===== src/rtl/core_io_pkg.sv =====
// Shared definitions for the core I/O AXI4-Lite master: UART Lite register map,
// status bit positions, AXI response codes and the I/O sequencer state type.
package core_io_pkg;

    localparam logic [3:0] UART_RX_ADDR   = 4'h0;
    localparam logic [3:0] UART_TX_ADDR   = 4'h4;
    localparam logic [3:0] UART_STAT_ADDR = 4'h8;

    localparam int unsigned STAT_RX_VALID_BIT = 0;
    localparam int unsigned STAT_TX_FULL_BIT  = 3;

    localparam logic [1:0] AXI_RESP_OKAY = 2'b00;

    typedef enum logic [2:0] {
        IDLE    = 3'd0,
        STAT_AR = 3'd1,
        STAT_R  = 3'd2,
        RX_AR   = 3'd3,
        RX_R    = 3'd4,
        TX_AW_W = 3'd5,
        TX_B    = 3'd6,
        RESP    = 3'd7
    } io_state_e;

    function automatic logic resp_is_error(input logic [1:0] resp);
        return (resp != AXI_RESP_OKAY);
    endfunction

endpackage


===== src/rtl/uart_rx_fifo.sv =====
// Small synchronous FIFO holding prefetched UART receive bytes (show-ahead read port).
module uart_rx_fifo #(
    parameter int unsigned DEPTH = 4
) (
    input  logic       CLK,
    input  logic       RST_N,
    input  logic       push,
    input  logic [7:0] din,
    input  logic       pop,
    output logic [7:0] dout,
    output logic       full,
    output logic       empty
);
    localparam int unsigned AW = (DEPTH > 1) ? $clog2(DEPTH) : 1;
    localparam logic [AW:0] DEPTH_C = (AW+1)'(DEPTH);

    logic [7:0]    mem_r [DEPTH];
    logic [AW-1:0] wr_ptr_r;
    logic [AW-1:0] rd_ptr_r;
    logic [AW:0]   count_r;
    logic          push_ok_s;
    logic          pop_ok_s;

    assign push_ok_s = push && !full;
    assign pop_ok_s  = pop && !empty;
    assign full      = (count_r == DEPTH_C);
    assign empty     = (count_r == (AW+1)'(0));
    assign dout      = mem_r[rd_ptr_r];

    // Byte storage; contents need no reset since occupancy is tracked separately.
    always_ff @(posedge CLK) begin
        if (push_ok_s) begin
            mem_r[wr_ptr_r] <= din;
        end
    end

    // Pointer and occupancy bookkeeping.
    always_ff @(posedge CLK) begin
        if (!RST_N) begin
            wr_ptr_r <= AW'(0);
            rd_ptr_r <= AW'(0);
            count_r  <= (AW+1)'(0);
        end else begin
            if (push_ok_s) begin
                wr_ptr_r <= wr_ptr_r + AW'(1);
            end
            if (pop_ok_s) begin
                rd_ptr_r <= rd_ptr_r + AW'(1);
            end
            case ({push_ok_s, pop_ok_s})
                2'b10:   count_r <= count_r + (AW+1)'(1);
                2'b01:   count_r <= count_r - (AW+1)'(1);
                default: count_r <= count_r;
            endcase
        end
    end

endmodule


===== src/rtl/core_uart_io.sv =====
// AXI4-Lite master executing the core's in/out byte requests against a UART Lite.
// Optional receive prefetch FIFO enabled by defining UART_RX_PREFETCH_EN.
module core_uart_io
    import core_io_pkg::*;
#(
    parameter int unsigned RX_DEPTH = 4
) (
    input  logic        CLK,
    input  logic        RST_N,
    input  logic        REQ_VALID,
    input  logic        REQ_WRITE,
    input  logic [7:0]  REQ_WDATA,
    output logic        REQ_READY,
    output logic        RESP_VALID,
    output logic [7:0]  RESP_RDATA,
    output logic        ERR,
    output logic [3:0]  ARADDR,
    output logic        ARVALID,
    input  logic        ARREADY,
    input  logic [31:0] RDATA,
    input  logic [1:0]  RRESP,
    input  logic        RVALID,
    output logic        RREADY,
    output logic [3:0]  AWADDR,
    output logic        AWVALID,
    input  logic        AWREADY,
    output logic [31:0] WDATA,
    output logic [3:0]  WSTRB,
    output logic        WVALID,
    input  logic        WREADY,
    input  logic [1:0]  BRESP,
    input  logic        BVALID,
    output logic        BREADY
);

    io_state_e  state_r;
    logic       wr_r;
    logic [7:0] wdata_r;
    logic       aw_done_r;
    logic       w_done_r;
    logic       aw_hs_s;
    logic       w_hs_s;
    logic       unused_s;

    assign aw_hs_s  = AWVALID && AWREADY;
    assign w_hs_s   = WVALID && WREADY;
    assign unused_s = ^{RDATA[31:8], RX_DEPTH[0]};

`ifdef UART_RX_PREFETCH_EN
    logic       pf_r;
    logic       fifo_push_s;
    logic       fifo_pop_s;
    logic [7:0] fifo_dout_s;
    logic       fifo_full_s;
    logic       fifo_empty_s;

    assign fifo_push_s = (state_r == RX_R) && pf_r && RVALID && RREADY;
    assign fifo_pop_s  = (state_r == IDLE) && REQ_VALID && !REQ_WRITE && !fifo_empty_s;

    uart_rx_fifo #(.DEPTH(RX_DEPTH)) u_rx_fifo (
        .CLK   (CLK),
        .RST_N (RST_N),
        .push  (fifo_push_s),
        .din   (RDATA[7:0]),
        .pop   (fifo_pop_s),
        .dout  (fifo_dout_s),
        .full  (fifo_full_s),
        .empty (fifo_empty_s)
    );
`endif

    // Request sequencer: every AXI and core-facing output is a register of this block.
    always_ff @(posedge CLK) begin
        if (!RST_N) begin
            state_r    <= IDLE;
            wr_r       <= 1'b0;
            wdata_r    <= 8'h00;
            aw_done_r  <= 1'b0;
            w_done_r   <= 1'b0;
            REQ_READY  <= 1'b1;
            RESP_VALID <= 1'b0;
            RESP_RDATA <= 8'h00;
            ERR        <= 1'b0;
            ARADDR     <= 4'h0;
            ARVALID    <= 1'b0;
            RREADY     <= 1'b0;
            AWADDR     <= 4'h0;
            AWVALID    <= 1'b0;
            WDATA      <= 32'h0000_0000;
            WSTRB      <= 4'b0000;
            WVALID     <= 1'b0;
            BREADY     <= 1'b0;
`ifdef UART_RX_PREFETCH_EN
            pf_r       <= 1'b0;
`endif
        end else begin
            RESP_VALID <= 1'b0;
            // Error responses are recorded but never abort the transfer.
            if ((RVALID && RREADY && resp_is_error(RRESP)) ||
                (BVALID && BREADY && resp_is_error(BRESP))) begin
                ERR <= 1'b1;
            end

            case (state_r)
                IDLE: begin
                    if (REQ_VALID) begin
                        REQ_READY  <= 1'b0;
                        wr_r       <= REQ_WRITE;
                        wdata_r    <= REQ_WDATA;
                        RESP_RDATA <= 8'h00;
`ifdef UART_RX_PREFETCH_EN
                        pf_r       <= 1'b0;
                        if (!REQ_WRITE && !fifo_empty_s) begin
                            RESP_RDATA <= fifo_dout_s;
                            RESP_VALID <= 1'b1;
                            state_r    <= RESP;
                        end else begin
                            ARADDR  <= UART_STAT_ADDR;
                            ARVALID <= 1'b1;
                            state_r <= STAT_AR;
                        end
`else
                        ARADDR  <= UART_STAT_ADDR;
                        ARVALID <= 1'b1;
                        state_r <= STAT_AR;
`endif
                    end else begin
`ifdef UART_RX_PREFETCH_EN
                        if (!fifo_full_s) begin
                            REQ_READY <= 1'b0;
                            pf_r      <= 1'b1;
                            wr_r      <= 1'b0;
                            ARADDR    <= UART_STAT_ADDR;
                            ARVALID   <= 1'b1;
                            state_r   <= STAT_AR;
                        end
`endif
                    end
                end

                STAT_AR: begin
                    if (ARREADY) begin
                        ARVALID <= 1'b0;
                        RREADY  <= 1'b1;
                        state_r <= STAT_R;
                    end
                end

                STAT_R: begin
                    if (RVALID) begin
                        RREADY <= 1'b0;
                        if (wr_r) begin
                            if (RDATA[STAT_TX_FULL_BIT]) begin
                                ARADDR  <= UART_STAT_ADDR;
                                ARVALID <= 1'b1;
                                state_r <= STAT_AR;
                            end else begin
                                AWADDR    <= UART_TX_ADDR;
                                AWVALID   <= 1'b1;
                                WDATA     <= {24'h00_0000, wdata_r};
                                WSTRB     <= 4'b0001;
                                WVALID    <= 1'b1;
                                aw_done_r <= 1'b0;
                                w_done_r  <= 1'b0;
                                state_r   <= TX_AW_W;
                            end
                        end else if (RDATA[STAT_RX_VALID_BIT]) begin
                            ARADDR  <= UART_RX_ADDR;
                            ARVALID <= 1'b1;
                            state_r <= RX_AR;
                        end else begin
`ifdef UART_RX_PREFETCH_EN
                            // An empty prefetch poll yields back to IDLE so requests get a look-in.
                            if (pf_r) begin
                                REQ_READY <= 1'b1;
                                state_r   <= IDLE;
                            end else begin
                                ARADDR  <= UART_STAT_ADDR;
                                ARVALID <= 1'b1;
                                state_r <= STAT_AR;
                            end
`else
                            ARADDR  <= UART_STAT_ADDR;
                            ARVALID <= 1'b1;
                            state_r <= STAT_AR;
`endif
                        end
                    end
                end

                RX_AR: begin
                    if (ARREADY) begin
                        ARVALID <= 1'b0;
                        RREADY  <= 1'b1;
                        state_r <= RX_R;
                    end
                end

                RX_R: begin
                    if (RVALID) begin
                        RREADY <= 1'b0;
`ifdef UART_RX_PREFETCH_EN
                        if (pf_r) begin
                            REQ_READY <= 1'b1;
                            state_r   <= IDLE;
                        end else begin
                            RESP_RDATA <= RDATA[7:0];
                            RESP_VALID <= 1'b1;
                            state_r    <= RESP;
                        end
`else
                        RESP_RDATA <= RDATA[7:0];
                        RESP_VALID <= 1'b1;
                        state_r    <= RESP;
`endif
                    end
                end

                TX_AW_W: begin
                    if (aw_hs_s) begin
                        AWVALID   <= 1'b0;
                        aw_done_r <= 1'b1;
                    end
                    if (w_hs_s) begin
                        WVALID   <= 1'b0;
                        w_done_r <= 1'b1;
                    end
                    if ((aw_done_r || aw_hs_s) && (w_done_r || w_hs_s)) begin
                        BREADY  <= 1'b1;
                        state_r <= TX_B;
                    end
                end

                TX_B: begin
                    if (BVALID) begin
                        BREADY     <= 1'b0;
                        RESP_VALID <= 1'b1;
                        state_r    <= RESP;
                    end
                end

                RESP: begin
                    REQ_READY <= 1'b1;
                    state_r   <= IDLE;
                end

                default: begin
                    ARVALID   <= 1'b0;
                    RREADY    <= 1'b0;
                    AWVALID   <= 1'b0;
                    WVALID    <= 1'b0;
                    BREADY    <= 1'b0;
                    REQ_READY <= 1'b1;
                    state_r   <= IDLE;
                end
            endcase
        end
    end

endmodule


===== config.mk =====
export PLATFORM = sky130hd
export DESIGN_NAME = core_uart_io
export DESIGN_NICKNAME = d
export VERILOG_FILES = /design/src/rtl/core_io_pkg.sv /design/src/rtl/uart_rx_fifo.sv /design/src/rtl/core_uart_io.sv
export SDC_FILE = /design/constraint.sdc
export NUM_CORES = 1
export LEC_CHECK = 0
export ABC_CLOCK_PERIOD_IN_PS = 1480
export BUFFER_PORTS_ARGS = -buffer_cell sky130_fd_sc_hd__buf_2
export CORE_MARGIN = 2
export CORE_UTILIZATION = 40
export CTS_CLUSTER_SIZE = 25
export DETAILED_ROUTE_END_ITERATION = 10
export HOLD_SLACK_MARGIN = 0.05
export PLACE_DENSITY = 0.75
export SLEW_MARGIN = 20
export SYNTH_ARGS = -nofsm -noshare
export SYNTH_HDL_FRONTEND = slang
export SYNTH_SLANG_ARGS = --single-unit

===== constraint.sdc =====
create_clock -name CLK -period 1.48 [get_ports CLK]
set_input_delay 0.296 -clock CLK [delete_from_list [all_inputs] [get_ports CLK]]
set_output_delay 0.296 -clock CLK [all_outputs]
set_load 0.02 [all_outputs]

### Word-level counts from Yosys, hierarchy flattened

Index checks and enable logic that the tools add are counted.

| word-level totals | value |
|---|---|
| register bits after elaboration | 43 |
| bits in latches | 0 |
| input bits | 53 |
| memories | 0 |
| RAM bits | 0 |
| word-level logic and storage cells | 123 |
| bits in read-only memories | 0 |
| output and inout bits | 60 |

| operators by class | value |
|---|---|
| equality and inequality tests | 21 |
| add/subtract/negate cells | 0 |
| div/mod/pow operators | 0 |
| shift operators | 0 |
| magnitude comparators | 0 |
| multiplexer cells | 51 |
| bitwise operators | 1 |
| reductions and logical operators | 33 |
| multiply operators | 0 |

Operator list:

| operator | count |
|---|---|
| two-way mux 3 bit | 9 |
| one-hot mux 3 bit (8 select lines) | 1 |
| two-way mux 1 bit | 22 |
| inequality test 2 bit, second input constant | 11 |
| two-way mux 4 bit | 5 |
| two-way mux 8 bit | 2 |
| one-hot mux 1 bit (2 select lines) | 8 |
| one-hot mux 8 bit (2 select lines) | 1 |
| nonzero test 2 bit | 8 |
| AND reduction 5 bit | 3 |
| equality test 3 bit, second input constant | 4 |
| AND reduction 3 bit | 3 |
| one-hot mux 4 bit (2 select lines) | 1 |
| AND reduction 4 bit | 2 |
| logical AND 1 bit | 7 |
| AND reduction 7 bit | 1 |
| equality test 3 x 2 -> 1 bit, second input constant | 2 |
| inequality test 2 x 1 -> 1 bit, second input constant | 2 |
| AND reduction 2 bit | 2 |
| OR reduction 2 bit | 2 |
| equality test 3 x 1 -> 1 bit, second input constant | 1 |
| zero test 3 bit | 1 |
| logical OR 1 bit | 3 |
| inequality test 3 bit, second input constant | 1 |
| 4 further kinds | 4 |

### Longest topological paths before layout

| logic depth | value |
|---|---|
| word-level depth | 5 |
| mapped depth | 6 |
| gate-level depth less buffers | 4 |

### Worst setup path after synthesis

Ideal clock, no wire load.

| timing | value |
|---|---|
| path type | flip-flop to flip-flop |
| start point | register state_r[2] |
| end point | register state_r[1] |
| path buffers | 1 |
| required time | 1408 ps |
| stages on the path, launching flop included | 6 |
| data arrival time | 1245 ps |
| library setup time | 72 ps |
| clock period less this slack | 1316 ps |
| slack | 164 ps |
| path through | dfxtp_1 buf_4 nor2_1 a22o_1 nor3_2 mux2i_1 |

| between the ends | value |
|---|---|
| longest elaborated chain between the ends | 3 |
| elaborated cells on any way between the ends | 17 |
| those cells by class | eq/ne (14); mux (1); reduce/logical (2) |

RTL lines:

| what | RTL line | text |
|---|---|---|
| from (decl) | core_uart_io.sv:36 | `io_state_e state_r;` |
| from (signal assigned) | core_uart_io.sv:75 | `state_r <= IDLE;` |
| from (signal assigned) | core_uart_io.sv:125 | `state_r <= STAT_AR;` |
| from (signal assigned) | core_uart_io.sv:145 | `state_r <= STAT_R;` |
| equality test 3 x 1 -> 1 bit (tied with other cells) | core_uart_io.sv:104 | `case (state_r)` |
| inequality test 2 bit (no source line) | - |  |
| AND reduction 7 bit (no source line) | - |  |

Several ways; a longest one is shown, not always the timed one.
A chain may end at the register's enable or synchronous reset.

### Worst setup path after layout

| timing | value |
|---|---|
| start point | register state_r[1] |
| end point | register ARADDR[3] |

| between the ends | value |
|---|---|
| longest elaborated chain between the ends | 3 |
| elaborated cells on any way between the ends | 8 |
| those cells by class | eq/ne (4); mux (1); reduce/logical (3) |

RTL lines:

| what | RTL line | text |
|---|---|---|
| equality test 3 x 2 -> 1 bit or zero test 3 bit (tied branches) | core_uart_io.sv:104 |  |
| inequality test 3 bit (no source line) (tied with other cells) | - |  |
| AND reduction 4 bit (no source line) | - |  |
| to (signal assigned) | core_uart_io.sv:84 | `ARADDR <= 4'h0;` |
| to (signal assigned) | core_uart_io.sv:123 | `ARADDR <= UART_STAT_ADDR;` |
| to (signal assigned) | core_uart_io.sv:154 | `ARADDR <= UART_STAT_ADDR;` |
| to (decl) | core_uart_io.sv:17 | `output logic [3:0] ARADDR,` |

Several ways; a longest one is shown, not always the timed one.

==> results.sh <==
export IMPL_crit_type="flip-flop to flip-flop"
export IMPL_routedWlPerCell_um=11.3
export IMPL_rows=25
export IMPL_port_buffers=55
export IMPL_grtUsageTotal_pct=15.5
export IMPL_p_leak_uw=0.00107
export IMPL_start_util_pct=41.1
export IMPL_crit_chain="nor3b_4 > o21ai_0 > a31o_2 > o211a_1"
export IMPL_ys_seq_area_share_pct=41.8
export IMPL_postCtsHoldBufs=0
export IMPL_rsz0062_at_grt="false"
export IMPL_r2r_slack_ns=0.10
export IMPL_worst_r2r_cell_count=4
export IMPL_grt_max_degree=21
export IMPL_setup_ws_ns=0.102
export IMPL_synth_compound_area_share_pct=16.5
export IMPL_globalplace_congestion=0.790
export IMPL_h_tree_depth=2
export IMPL_cts_tree="done"
export IMPL_power_density_nw_per_um2=1460
export IMPL_synth_cell_types=38
export IMPL_grt_pass1_vias=1483
export IMPL_synth_xor_area_share_pct=0.458
export IMPL_routed_wl_um=4050
export IMPL_numCtsBuffers=5
export IMPL_drtAntennaViolNets=0
export IMPL_syn_to_final_growth_pct=23.0
export IMPL_ys_ff_latch=40
export IMPL_path_clk_slew_ns=0.08
export IMPL_end_kind="flip-flop"
export IMPL_vias=1732
export IMPL_postSynthAreaPerCell_um2=7.98
export IMPL_drtPass1Iterations=4
export IMPL_core_area_um2=4660
export IMPL_die_h_um=73.2
export IMPL_grt_pass1_wl_um=6580
export IMPL_min_path_type="input pin to flip-flop"
export IMPL_synth_ff_type="dfxtp_1"
export IMPL_worstPathRequired_ns=1.66
export IMPL_pre_cts_slack_ns=-0.0546
export IMPL_period_share_pct=93.1
export IMPL_min_period_ns=1.38
export IMPL_synth_top_family_by_area="simple AND/OR/NAND/NOR gates"
export IMPL_min_path_cells=3
export IMPL_cts_max_path_buffers=2
export IMPL_synth_fa_ha_area_share_pct=0
export IMPL_peakVddDrop_v=0.000729
export IMPL_cp_arrival_ns=1.56
export IMPL_boundaryPins=113
export IMPL_cpMaxStageDelayCell="dfxtp_2"
export IMPL_worst_r2r_endpoint="ARADDR[3]"
export IMPL_hold_end="wdata_r[2]"
export IMPL_path_buf_inv=0
export IMPL_grt_antenna_before_repair=0
export IMPL_netlist_area_um2=1910
export IMPL_cp_max_fo=9
export IMPL_nets=358
export IMPL_path_delay_family="compound AO/OA/AOI/OAI gates"
export IMPL_min_delay_start="REQ_WDATA[2]"
export IMPL_finalHoldViolCount=0
export IMPL_synth_warnings=0
export IMPL_synth_edf_count=0
export IMPL_dp_hpwl_um=3040
export IMPL_num_antenna_cells=0
export IMPL_drv_cap=0
export IMPL_drt_iter0_drc=49
export IMPL_die_area_um2=5360
export IMPL_yosys_area_share_simple_pct=22.0
export IMPL_synthArstFlopShare_pct=0
export IMPL_finalSetupTns_ns=0
export IMPL_r2r_start="state_r[1]"
export IMPL_status="completed"
export IMPL_muxShareOfSynthArea_pct=1.57
export IMPL_via_per_inst=4.82
export IMPL_fmax_mhz=726
export IMPL_critPathLaunchType="flip-flop"
export IMPL_clock_sinks=40
export IMPL_grt_ovfl_total=0
export IMPL_synthCells=240
export IMPL_setup_violations=0
export IMPL_slew_viol_final=0
export IMPL_finClkSkew_ns=0.00571
export IMPL_dieWidth_um=73.2
export IMPL_cts_root_buf="clkbuf_8"
export IMPL_cpPeakStageDelay_ns=0.43
export IMPL_drive_above_1_share_pct=29.8
export IMPL_drc_errors=0
export IMPL_p_total_uw=3440
export IMPL_clock_latency_ns=0.28
kinds of logic after synthesis:
logic type,after synthesis
other,1
flip-flops,40
multiplexers,3
buffers and inverters,52
AND/OR/NAND/NOR,90
AO/OA/AOI/OAI,53
XOR/XNOR,1
what timing repair did:
item	CTS	global route
buffers inserted	0	1
endpoints found under the hold margin	0	0
resized for setup	4	5
endpoints found under the setup margin	13	16
registers in the layout, indices dropped and copies added (netlist names):
| name | flops |
|---|---|
| RESP_RDATA | 8 |
| WDATA | 8 |
| wdata_r | 8 |
| state_r | 3 |
| ARADDR | 1 |
| ARVALID | 1 |
| AWVALID | 1 |
| BREADY | 1 |
| ERR | 1 |
| REQ_READY | 1 |
| RESP_VALID | 1 |
| RREADY | 1 |
| WSTRB | 1 |
| WVALID | 1 |
| aw_done_r | 1 |
| w_done_r | 1 |
| wr_r | 1 |
layer usage:
metal  GRT usage [%]  vias to the layer above  share of wire, %
li1                -                      883                 -
met1            20.9                      792                46
met2            24.9                       55                47
met3            4.28                        2               6.1
met4            3.09                        0              0.30
met5               0                        -                 0
stage by stage:
stage	area (µm²)	utilization [%]	cells	hold slack, ns
floorplan	2030	-	272	0.372
global placement	2190	47.0	351	0.439
detailed placement	2190	47.0	351	0.444
finish	2350	50.5	359	0.238
global route	2350	50.5	359	0.233
CTS	2330	50.1	358	0.229
cell usage in the layout, fill, tap and decap left out, types with 4 or more instances in the layout:
master / n
nor2_1: 11
buf_4: 18
a21oi_1: 33
nand2_1: 49
nand4_1: 8
clkbuf_8: 5
inv_1: 4
buf_2: 55
conb_1: 33
dfxtp_1: 37
worst reg2reg max path, stage by stage (launching register included):
cell,delay [ns]
dfxtp_2,0.43
nor3b_4,0.30
o21ai_0,0.17
a31o_2,0.26
o211a_1,0.12
report_power, final:
part / switching, µW / internal [µW] / total (µW) / leakage, µW
Combinational: 629 / 444 / 1070 / 0.000683
Clock: 365 / 664 / 1030 / 0.0000642
Sequential: 128 / 1210 / 1340 / 0.000326
cell type report:
class,count,area [µm²]
fillers,468,2310
multi-input cells,180,925
flip-flops and latches,40,805
repair buffers,73,410
clock buffers,5,68.8
well taps,54,67.6
clock inverters,2,60.1
inverters,5,18.8
Yosys cell counts, types with 2 or more instances:
cell | number | area share, %
a21oi_1 | 34 | 8.9
nor2b_1 | 2 | 0.65
a31oi_1 | 2 | 0.65
inv_1 | 4 | 0.78
o21ai_0 | 3 | 0.78
and3b_1 | 2 | 0.92
nand3_1 | 4 | 1.0
buf_2 | 3 | 0.78
nand3b_1 | 2 | 0.78
nor2_1 | 11 | 2.2
o21a_1 | 2 | 0.78
and3_1 | 2 | 0.65
o211ai_1 | 2 | 0.78
buf_4 | 36 | 14
dfxtp_1 | 40 | 42
nand4_1 | 8 | 2.6
nand2_1 | 49 | 9.6
clkbuf_1 | 8 | 1.6
nor3_1 | 3 | 0.78
a32oi_1 | 2 | 0.92
mux2i_1 | 3 | 1.6
and2_1 | 2 | 0.65
worst max-delay path by stage:
stage               startpoint    endpoint  slack (ns)  depth (start not counted)
global route        state_r[1]    WDATA[4]       0.002                          5
CTS                 state_r[0]  state_r[1]        0.01                          5
finish              state_r[1]   ARADDR[3]        0.10                          4
global placement    state_r[1]    WDATA[2]      -0.008                          5
detailed placement  state_r[1]    WDATA[2]       -0.05                          5
floorplan           state_r[2]  state_r[1]        0.16                          5
Note: power is estimated with default switching activity, not from simulation.
